## config.mk

```make
export PLATFORM = sky130hd
export DESIGN_NAME = gerenciador_alarme
export DESIGN_NICKNAME = d
export VERILOG_FILES = /design/src/rtl/usina_pkg.sv /design/src/rtl/gerenciador_alarme_filtro.sv /design/src/rtl/gerenciador_alarme.sv
export SDC_FILE = /design/constraint.sdc
export NUM_CORES = 1
export LEC_CHECK = 0
export BUFFER_PORTS_ARGS = -buffer_cell sky130_fd_sc_hd__buf_2
export CAP_MARGIN = 20
export CORE_AREA = 2 2 63 65
export DETAILED_ROUTE_END_ITERATION = 8
export DIE_AREA = 0 0 65 67
export GPL_ROUTABILITY_DRIVEN = 0
export PLACE_DENSITY_LB_ADDON = 0.12
export RECOVER_POWER = 50
export SKIP_CTS_REPAIR_TIMING = 1
export SLEW_MARGIN = 20
export SYNTH_ARGS = -nofsm -noshare
export SYNTH_HDL_FRONTEND = slang
export SYNTH_SLANG_ARGS = --single-unit
```

## constraint.sdc

```tcl
create_clock -name clk -period 2 [get_ports clk]
set_input_delay 0.5 -clock clk [delete_from_list [all_inputs] [get_ports clk]]
set_output_delay 0.5 -clock clk [all_outputs]
set_load 0.03 [all_outputs]
```

## src/rtl/usina_pkg.sv

```systemverilog
// Shared definitions for the alarm manager: state encoding and default timing.
package usina_pkg;

    // Alarm manager states; the encoding is visible on the estado port.
    typedef enum logic [1:0] {
        ST_NORMAL      = 2'd0,
        ST_ALERTA      = 2'd1,
        ST_RECONHECIDO = 2'd2,
        ST_ESCALADO    = 2'd3
    } estado_t;

    // Default timing, in clock cycles.
    localparam int DEF_DEB_CYC     = 4;
    localparam int DEF_TIMEOUT_CYC = 1000;
    localparam int DEF_BLINK_CYC   = 50;

endpackage

```

## src/rtl/gerenciador_alarme_filtro.sv

```systemverilog
// filtro_alarme: registers the raw alarm level and confirms it only after
// DEB_CYC consecutive sampled-high cycles (dout = alarm_ok).
module filtro_alarme
    import usina_pkg::*;
#(
    parameter int DEB_CYC = DEF_DEB_CYC
) (
    input  logic clk,
    input  logic rst,
    input  logic din,
    output logic dout
);

    localparam logic [3:0] DEB_MAX = 4'(DEB_CYC);

    logic       alarme_q;
    logic [3:0] deb_cnt;

    // Input register plus saturating run-length counter of high samples.
    always_ff @(posedge clk) begin
        if (rst) begin
            alarme_q <= 1'b0;
            deb_cnt  <= 4'd0;
        end else begin
            alarme_q <= din;
            if (!alarme_q) begin
                deb_cnt <= 4'd0;
            end else if (deb_cnt != DEB_MAX) begin
                deb_cnt <= deb_cnt + 4'd1;
            end
        end
    end

    assign dout = (deb_cnt == DEB_MAX);

endmodule

```

## src/rtl/gerenciador_alarme.sv

```systemverilog
// gerenciador_alarme: latches confirmed alarms, drives siren/light, waits for
// operator acknowledge and escalates to a SCRAM request on timeout.
// Optional feature: define ALARM_EVENT_COUNTER_EN to add the 8-bit saturating
// contagem_eventos output counting NORMAL->ALERTA transitions.
module gerenciador_alarme
    import usina_pkg::*;
#(
    parameter int DEB_CYC     = DEF_DEB_CYC,
    parameter int TIMEOUT_CYC = DEF_TIMEOUT_CYC,
    parameter int BLINK_CYC   = DEF_BLINK_CYC
) (
    input  logic       clk,
    input  logic       rst,
    input  logic       alarmeSonoroSC,
    input  logic       ack,
    input  logic       limpar,
    output logic       sirene,
    output logic       luz_alarme,
    output logic       scram,
    output logic [1:0] estado
`ifdef ALARM_EVENT_COUNTER_EN
    ,
    output logic [7:0] contagem_eventos
`endif
);

    localparam logic [15:0] TMR_LAST   = 16'(TIMEOUT_CYC - 1);
    localparam logic [15:0] BLINK_LAST = 16'(BLINK_CYC - 1);

    estado_t     state, state_nx;
    logic [15:0] tmr, tmr_nx;
    logic [15:0] blink, blink_nx;
    logic        sirene_nx, luz_nx, scram_nx;
    logic        alarm_ok;
    logic        alarme_q;

    filtro_alarme #(.DEB_CYC(DEB_CYC)) u_filtro (
        .clk  (clk),
        .rst  (rst),
        .din  (alarmeSonoroSC),
        .dout (alarm_ok)
    );

    // Same sample as the filter's input register; gates the operator clear.
    always_ff @(posedge clk) begin
        if (rst) alarme_q <= 1'b0;
        else     alarme_q <= alarmeSonoroSC;
    end

    // Next state, timers and registered-output values.
    always_comb begin
        state_nx  = state;
        tmr_nx    = tmr;
        blink_nx  = blink;
        sirene_nx = 1'b0;

        case (state)
            ST_NORMAL: begin
                if (alarm_ok) state_nx = ST_ALERTA;
            end
            ST_ALERTA: begin
                // ack beats a timeout landing on the same cycle.
                if (ack)                  state_nx = ST_RECONHECIDO;
                else if (tmr == TMR_LAST) state_nx = ST_ESCALADO;
            end
            ST_RECONHECIDO, ST_ESCALADO: begin
                if (limpar && !alarme_q) state_nx = ST_NORMAL;
            end
            default: state_nx = ST_NORMAL;
        endcase

        // Timers restart on every state change and only run in ALERTA.
        if (state_nx != state) begin
            tmr_nx   = 16'd0;
            blink_nx = 16'd0;
        end else if (state == ST_ALERTA) begin
            tmr_nx   = tmr + 16'd1;
            blink_nx = (blink == BLINK_LAST) ? 16'd0 : blink + 16'd1;
        end

        luz_nx   = (state_nx != ST_NORMAL);
        scram_nx = (state_nx == ST_ESCALADO);

        if (state_nx == ST_ESCALADO) begin
            sirene_nx = 1'b1;
        end else if (state_nx == ST_ALERTA) begin
            if (state != ST_ALERTA)       sirene_nx = 1'b1;
            else if (blink == BLINK_LAST) sirene_nx = ~sirene;
            else                          sirene_nx = sirene;
        end
    end

    // State, timers and outputs all update on the same edge.
    always_ff @(posedge clk) begin
        if (rst) begin
            state      <= ST_NORMAL;
            tmr        <= 16'd0;
            blink      <= 16'd0;
            sirene     <= 1'b0;
            luz_alarme <= 1'b0;
            scram      <= 1'b0;
        end else begin
            state      <= state_nx;
            tmr        <= tmr_nx;
            blink      <= blink_nx;
            sirene     <= sirene_nx;
            luz_alarme <= luz_nx;
            scram      <= scram_nx;
        end
    end

    assign estado = state;

`ifdef ALARM_EVENT_COUNTER_EN
    logic [7:0] evt_cnt;

    // Saturating count of alarm episodes; only rst clears it.
    always_ff @(posedge clk) begin
        if (rst) begin
            evt_cnt <= 8'd0;
        end else if (state == ST_NORMAL && state_nx == ST_ALERTA && evt_cnt != 8'hFF) begin
            evt_cnt <= evt_cnt + 8'd1;
        end
    end

    assign contagem_eventos = evt_cnt;
`endif

endmodule

```

=== After elaboration in Yosys (flattened, before gate mapping) ===
Cells that the tools add are included.

* Register bits after elaboration: 42
* Bits in latches: 0
* Memory bits (writable): 0
* ROM bits: 0
* Bits of input ports: 5
* Output and inout bits: 5
* Word-level logic and storage cells: 42
* Memories: 0

* Add/sub/neg operators: 3
* $mul: 0
* Div/mod/pow operators: 0
* $lt $le $gt $ge: 0
* Equal/unequal tests: 12
* Shift operators: 0
* Multiplexer cells: 10
* Bitwise operators: 2
* Reduce and logical (&&, ||, !) cells: 7

{| class="wikitable"
|+ Operators by type and width
! kind !! count
|-
| $add 16x1->16 const B || 2
|-
| $eq 16x10->1 const B || 1
|-
| $eq 16x6->1 const B || 1
|-
| $mux 16 || 1
|-
| $mux 2 || 4
|-
| $ne 4x3->1 const B || 2
|-
| $eq 2x2->1 const B || 3
|-
| $pmux 2 s3 || 1
|-
| $reduce_or 2->1 || 3
|-
| $add 4x1->4 const B || 1
|-
| $eq 2x1->1 const B || 2
|-
| $eq 4x3->1 const B || 1
|-
| $mux 1 || 4
|-
| $logic_not 2->1 || 1
|-
| $ne 2x1->1 const B || 1
|-
| $ne 2x2->1 || 1
|-
| $not 1->1 || 2
|-
| $reduce_bool 2->1 || 1
|-
| $logic_and 1x1->1 || 1
|-
| $logic_not 1->1 || 1
|}

=== Depth between registers and ports, before layout ===
Gate-level depths: netlist (run 1).

* Depth after elaboration: 7
* Mapped depth: 8
* Depth with buffers taken out: 7

=== By module ===
A second synthesis (run 1) with hierarchy kept.

* Cell total of the unflattened synthesis: 230
* Area, all modules: 2018.2 um^2

{| class="wikitable"
|+ Modules (own cells, without submodules)
! module !! instances !! cells each !! area an instance (um^2) !! seq. area each (um^2)
|-
| gerenciador_alarme || 1 || 203 || 1754.2 || 760.7
|-
| filtro_alarme || 1 || 27 || 264.0 || 100.1
|}

=== Least setup slack after synthesis (run 1) ===
OpenSTA, ideal clock, no wires.

* Path kind: flip-flop to flip-flop
* Start point: reg state[0], in the netlist estado[0]
* End point: reg tmr[11]
* Setup time: 0.117 ns
* Data arrival time: 1.855 ns
* Data required time: 1.883 ns
* Setup slack: 0.028 ns
* Stages on the path, launching flop included: 8
* Buffers on the path: 2
* Period minus slack after synthesis: 1.972 ns
* Path through: dfxtp_1 > clkbuf_8 > nand2b_1 > buf_2 > nor4_1 > nand3_1 > xor2_1 > nor2_1

* Word-level cells in the longest chain between the ends: 5

{| class="wikitable"
|+ Ends and longest elaborated chain
! element !! line !! source
|-
| start, declared || gerenciador_alarme.sv:30 || <nowiki>estado_t state, state_nx;</nowiki>
|-
| start signal, assigned || gerenciador_alarme.sv:103 || <nowiki>state <= state_nx;</nowiki>
|-
| $eq 2x2->1 or $mux 2 (tied branches) || gerenciador_alarme.sv:57, gerenciador_alarme.sv:64 ||
|-
| $reduce_or 2->1 or $mux 2 (tied branches) || gerenciador_alarme.sv:57, gerenciador_alarme.sv:63 ||
|-
| $pmux 2 s3 || gerenciador_alarme.sv:57 || <nowiki>case (state)</nowiki>
|-
| $ne 2x2->1 || gerenciador_alarme.sv:73 || <nowiki>if (state_nx != state) begin</nowiki>
|-
| $reduce_or 2->1 (no line) || n/a ||
|-
| end signal, assigned || gerenciador_alarme.sv:104 || <nowiki>tmr <= tmr_nx;</nowiki>
|-
| end, declared || gerenciador_alarme.sv:31 || <nowiki>logic [15:0] tmr, tmr_nx;</nowiki>
|}

Several ways; a longest one is shown, not always the timed one.
A chain may end at the register's enable or synchronous reset.

=== Worst setup path in the final report (run 1) ===
* Start point: reg blink[3]
* End point: reg sirene

* Word-level cells in the longest chain between the ends: 2

{| class="wikitable"
|+ Ends and longest elaborated chain
! element !! line !! source
|-
| start, declared || gerenciador_alarme.sv:32 || <nowiki>logic [15:0] blink, blink_nx;</nowiki>
|-
| start signal, assigned || gerenciador_alarme.sv:105 || <nowiki>blink <= blink_nx;</nowiki>
|-
| $eq 16x6->1 || gerenciador_alarme.sv:88 || <nowiki>else if (blink == BLINK_LAST) sirene_nx = ~sirene;</nowiki>
|-
| $ne 4x3->1 (no line) || n/a ||
|-
| end signal, assigned || gerenciador_alarme.sv:106 || <nowiki>sirene <= sirene_nx;</nowiki>
|-
| end, declared || gerenciador_alarme.sv:17 || <nowiki>output logic sirene,</nowiki>
|}

Every way passes these cells.

==> flow_summary_export.csv, run 1 <==
group,metric,value,unit
power,net-switching-power,0.000306,W
clock_tree,cts_root_buffer,"clkbuf_8",
critical_path,worstSetupPathType,"flop to flop",
floorplanning,die_y,67,um
synth,synth_edf_count,0,
cells_and_area,antenna_cells,0,
synth,yosysWarningCount,0,
power,max-vdd-ir-drop,0.456,mV
floorplanning,rows,22,
timing,fin_crit,1.85,ns
synth,yosysUniqueCellTypes,38,
timing,worst_hold_slack,0.419,ns
synth,synth_area,1940,um^2
critical_path,critPathArrivalTime,2.04,ns
global_route,grt_overflow,0,
synth,async_reset_ff_share,0,%
power,p_int,0.00112,W
timing,fin_skew,0.00629,ns
global_route,grt_max_degree,20,
synth,syn_area_per_cell,8.80,um^2
global_route,grt_pass1_wl,6490,um
route,routedWlPerCell,12.3,um
power,seqPwrFrac,58.7,%
hold_path,hp-class,"input pin to flop",
power,p_clk_share,39.4,%
cells_and_area,layout-drive-gt1-share,11.7,%
synth,ys_top_cells_by_area,"dfxtp_1, xor2_1, nor2_1",
timing,tightest_slew,0.434,ns
route,ant_nets,0,
timing,final_hold_viol_count,0,
clock_tree,htree_num_levels,2,
clock_tree,clk_latency,0.29,ns
floorplanning,ios,10,
placement,port_buffers,9,
critical_path,r2r_cells,5,
clock_tree,path_clk_slew,0.08,ns
timing,setup_violations,0,
timing,tns,0,ns
timing,rsz0062_at_grt,"no",
timing,finalCritPeriodShare,92.5,%
synth,netlist_instances,220,
critical_path,critPathMaxStageDelay,0.56,ns
synth,synth_top_area_share,43.4,%
power,powerDensity,668,nW/um^2
global_route,grt_pass1_vias,1441,
synth,synth_most_common_cell,"dfxtp_1",
critical_path,cp_cell_sequence,"or4_4 > nor4_4 > and3_1 > nor3_1 > mux2_4",
route,drc,0,
route,wirelength,3530,um
cells_and_area,fin_nets,248,
run_status,status,"complete, no violations",
cells_and_area,areaGrowthSynthToFinish,10.5,%
cells_and_area,fillCellCount,332,
timing,drv_slew,0,
cells_and_area,multi_input_area,1030,um^2
clock_tree,cts_buffer_depth,2,
critical_path,slowest_stage,"or4_4",
critical_path,crit_required,2.19,ns
floorplanning,core_area,3610,um^2
route,dr_total_vias,1516,
timing,relSlewSlack,70.8,%
power,comb_power_share,1.9,%
synth,synth_common_cells,"dfxtp_1, nor2_1, xor2_1",
cells_and_area,register_area,841,um^2
critical_path,cp-end-kind,"flop",
critical_path,start_kind,"flop",
clock_tree,clock-sinks,42,
critical_path,critPathMaxFanout,5,
route,drtPass1Iterations,4,
global_route,track_usage,19.5,%
hold_path,hold_depth,2,
placement,dp_hpwl,2600,um
timing,fmax,0.540,GHz
global_route,antenna_found_initial,0,
floorplanning,start_util,53.7,%
synth,synth.largest_area_cell,"dfxtp_1",
route,via_per_inst,5.28,
floorplanning,dieWidth,65,um
route,drtIter0Drc,82,
clock_tree,numCtsBuffers,5,
synth,synthFlopType,"dfxtp_1",
power,p_leak,0.772,nW
synth,ys_ff_latch,42,
job,maxCapViolCount,0,
power,swShare,21.4,%
synth,synth-seq-area-share,43.4,%
synth,syn_nets,230,
clock_tree,cts_tree,"yes",
floorplanning,die_area,4360,um^2
==> through the flow <==
stage | total power (W) | cell area [um^2] | util (%) | setup slack, ns | instances
after floorplan | 0.000878 | 1940 | - | 0.0278 | 220
after global placement | 0.000887 | 2060 | 57.2 | 0.181 | 279
after detailed placement | 0.000888 | 2060 | 57.2 | 0.152 | 279
after CTS | 0.00145 | 2160 | 59.8 | 0.144 | 287
after global routing | 0.00149 | 2140 | 59.3 | 0.0115 | 287
final | 0.00143 | 2140 | 59.3 | 0.149 | 287
==> registers in the layout, indices dropped and copies added, names as in the netlist <==
signal	flops
blink	16
estado	2
luz_alarme	1
scram	1
sirene	1
tmr	16
u_filtro.alarme_q	1
u_filtro.deb_cnt	4
==> kinds of logic after synthesis <==
| group | after synthesis | synth area share [%] |
|---|---|---|
| AOI/OAI and AO/OA | 20 | 6.14 |
| xor gates and xnor gates | 30 | 13.6 |
| adders and majority gates | 5 | 3.23 |
| buffers and inverters | 12 | 3.23 |
| DFF | 42 | 43.4 |
| muxes | 2 | 1.29 |
| and+or+nand+nor | 109 | 29.1 |
==> worst max-delay path, delay by kind of cell (launching register included) <==
| family | cells | cell delay (ns) |
|---|---|---|
| flip-flops | 1 | 0.36 |
| multiplexers | 1 | 0.25 |
| AND/OR/NAND/NOR | 4 | 1.13 |
==> routing by layer <==
metal / vias to the layer above / share of wire, % / track usage (%) / routed length [um]
met5: - / 0 / 0 / 0
met4: 0 / 1.4 / 6.65 / 49
met3: 8 / 3.7 / 5.41 / 129
met2: 26 / 45 / 30.2 / 1580
met1: 699 / 50 / 26.2 / 1770
li1: 783 / - / - / -
==> final cells by class <==
| cell class | count | area share [%] |
|---|---|---|
| Multi-Input combinational cell | 166 | 48.3 |
| Sequential cell | 42 | 39.3 |
| Clock buffer | 6 | 3.86 |
| Timing Repair Buffer | 17 | 4.09 |
| Inverter | 6 | 1.05 |
| Tap cell | 48 | 2.81 |
| Clock inverter | 2 | 0.585 |
==> cells in the final DEF (no fill, tap or decap), types with 6 or more instances in the layout <==
| master | count |
|---|---|
| inv_1 | 6 |
| xnor2_1 | 11 |
| clkbuf_1 | 8 |
| a21oi_1 | 10 |
| nor2_1 | 41 |
| nand2_1 | 16 |
| clkbuf_8 | 6 |
| nand3_1 | 14 |
| dfxtp_1 | 42 |
| xor2_1 | 19 |
==> power groups by stage <==
stage	logic, W	clock network (W)	registers (W)
final	0.0000271	0.000563	0.000839
after floorplan	0.0000187	0	0.000859
after detailed placement	0.0000283	0	0.000859
after global placement	0.0000275	0	0.000859
after global routing	0.0000314	0.000614	0.000840
after CTS	0.0000284	0.000582	0.000839
==> path summary, 6_finish.rpt <==
path                        from                 to  slack, ns
hold reg to reg         blink[2]           blink[2]       0.48
hold / removal    alarmeSonoroSC  u_filtro.alarme_q       0.42
setup / recovery        blink[3]             sirene       0.15
setup reg to reg        blink[3]             sirene       0.15
No activity file was read; power rests on OpenSTA's default activity.
==> run 2, diff against run 1 <==
--- a/config.mk
+++ b/config.mk
@@ -11,6 +11,7 @@
 export DETAILED_ROUTE_END_ITERATION = 8
 export DIE_AREA = 0 0 65 67
 export GPL_ROUTABILITY_DRIVEN = 0
+export MAX_ROUTING_LAYER = met4
 export PLACE_DENSITY_LB_ADDON = 0.12
 export RECOVER_POWER = 50
 export SKIP_CTS_REPAIR_TIMING = 1
==> run 2 against run 1 <==
Effect of this change:
- cell area did not move
- die area unchanged
- cell count stayed put
- critical endpoint unchanged
- largest cell class unchanged
==> flow_summary_export.csv, run 2 (synthesized netlist as in run 1, its figures left out) <==
group,metric,value,unit
clock_tree,clock-sinks,42,
global_route,use_met3,4.73,%
global_route,grt_pass1_vias,1446,
placement,placed_cell_area,2060,um^2
critical_path,crit_required,2.19,ns
clock_tree,clk_latency,0.29,ns
global_route,top_usage_layer,"met2",
cells_and_area,layout-drive-gt1-share,11.7,%
clock_tree,numCtsBuffers,5,
timing,worst_hold_slack,0.415,ns
power,p_leak,0.772,nW
cells_and_area,fillCellCount,332,
global_route,grt_util_met2,30.2,%
run_status,status,"complete, no violations",
cells_and_area,areaGrowthSynthToFinish,10.5,%
clock_tree,cts_tree,"yes",
route,drc,0,
critical_path,cp-end-kind,"flop",
route,drtPass1Iterations,4,
timing,relSlewSlack,71.2,%
cells_and_area,final_common_cell,"dfxtp_1",
clock_tree,htree_num_levels,2,
critical_path,critPathMaxFanout,5,
route,drtIter0Drc,83,
timing,drv_slew,0,
floorplanning,start_util,53.7,%
floorplanning,dieWidth,65,um
timing,fin_crit,1.85,ns
critical_path,slowest_stage,"or4_4",
global_route,grt_pass1_wl,6490,um
cells_and_area,antenna_cells,0,
global_route,grt_overflow,0,
global_route,met1_usage,26.3,%
route,via_per_inst,5.28,
global_route,track_usage,20.1,%
cells_and_area,design_area,2140,um^2
timing,tightest_slew,0.428,ns
critical_path,critPathArrivalTime,2.04,ns
timing,final_hold_viol_count,0,
route,wirelength,3540,um
route,routedWlPerCell,12.3,um
timing,fmax,0.540,GHz
job,maxCapViolCount,0,
placement,dp_hpwl,2600,um
critical_path,cp_cell_sequence,"or4_4 > nor4_4 > and3_1 > nor3_1 > mux2_4",
critical_path,worstSetupPathType,"flop to flop",
hold_path,hp-class,"input pin to flop",
clock_tree,cts_buffer_depth,2,
power,powerDensity,670,nW/um^2
cells_and_area,instances_no_fill,287,
global_route,antenna_found_initial,0,
cells_and_area,final_cell_mix,"dfxtp_1, nor2_1, xor2_1",
placement,port_buffers,9,
critical_path,start_kind,"flop",
power,max-vdd-ir-drop,0.456,mV
floorplanning,ios,10,
floorplanning,rows,22,
global_route,grt_max_degree,20,
clock_tree,cts_root_buffer,"clkbuf_8",
route,ant_nets,0,
critical_path,critPathMaxStageDelay,0.56,ns
floorplanning,die_area,4360,um^2
placement,dp_cells,279,
cells_and_area,reg_top3,"blink: 16 flops, tmr: 16 flops, u_filtro.deb_cnt: 4 flops",
floorplanning,core_area,3610,um^2
floorplanning,die_y,67,um
timing,fin_skew,0.00626,ns
cells_and_area,fin_nets,248,
timing,finalCritPeriodShare,92.5,%
timing,setup_violations,0,
clock_tree,path_clk_slew,0.08,ns
timing,tns,0,ns
route,dr_total_vias,1514,
timing,rsz0062_at_grt,"no",
run 2: cell counts in the layout (fill, tap and decap cells not counted):
Identical to the previous run, type by type.
run 2: layout make-up:
| class | count | area [um^2] | area share, % |
|---|---|---|---|
| Inverter | 6 | 22.5 | 1.05 |
| Timing Repair Buffer | 17 | 87.6 | 4.09 |
| Tap cell | 48 | 60.1 | 2.81 |
| Clock buffer | 6 | 82.6 | 3.86 |
| Multi-Input combinational cell | 166 | 1030 | 48.3 |
| Sequential cell | 42 | 841 | 39.3 |
| Clock inverter | 2 | 12.5 | 0.585 |
run 2: critical path, delay by kind of cell, from the launching register on:
kind          cells  cell delay, ns
flops             1            0.36
simple gates      4            1.13
mux               1            0.25
run 2: per-stage QoR:
| step | setup slack, ns | power, W | utilization (%) |
|---|---|---|---|
| floorplan | 0.0278 | 0.000878 | - |
| global placement | 0.181 | 0.000887 | 57.2 |
| detailed placement | 0.152 | 0.000888 | 57.2 |
| CTS | 0.144 | 0.00145 | 59.8 |
| global route | 0.0115 | 0.00149 | 59.3 |
| finish | 0.149 | 0.00143 | 59.3 |
run 2: metal layers:
| metal | up-vias | part of all wire [%] |
|---|---|---|
| met5 | - | 0 |
| li1 | 783 | - |
| met4 | 0 | 1.9 |
| met3 | 9 | 3.3 |
| met1 | 697 | 50 |
| met2 | 25 | 45 |
run 2: power by group:
part | internal, W | switching (W) | leakage, nW
clock network | 0.000277 | 0.000289 | 0.0472
registers | 0.000837 | 0.00000209 | 0.339
logic | 0.00000927 | 0.0000178 | 0.386
run 2: worst paths after layout:
kind                  start                end  slack [ns]  cells past startpoint
max                blink[3]             sirene        0.15                      5
min          alarmeSonoroSC  u_filtro.alarme_q        0.42                      2
max reg2reg        blink[3]             sirene        0.15                      5
min reg2reg        blink[2]           blink[2]        0.48                      2
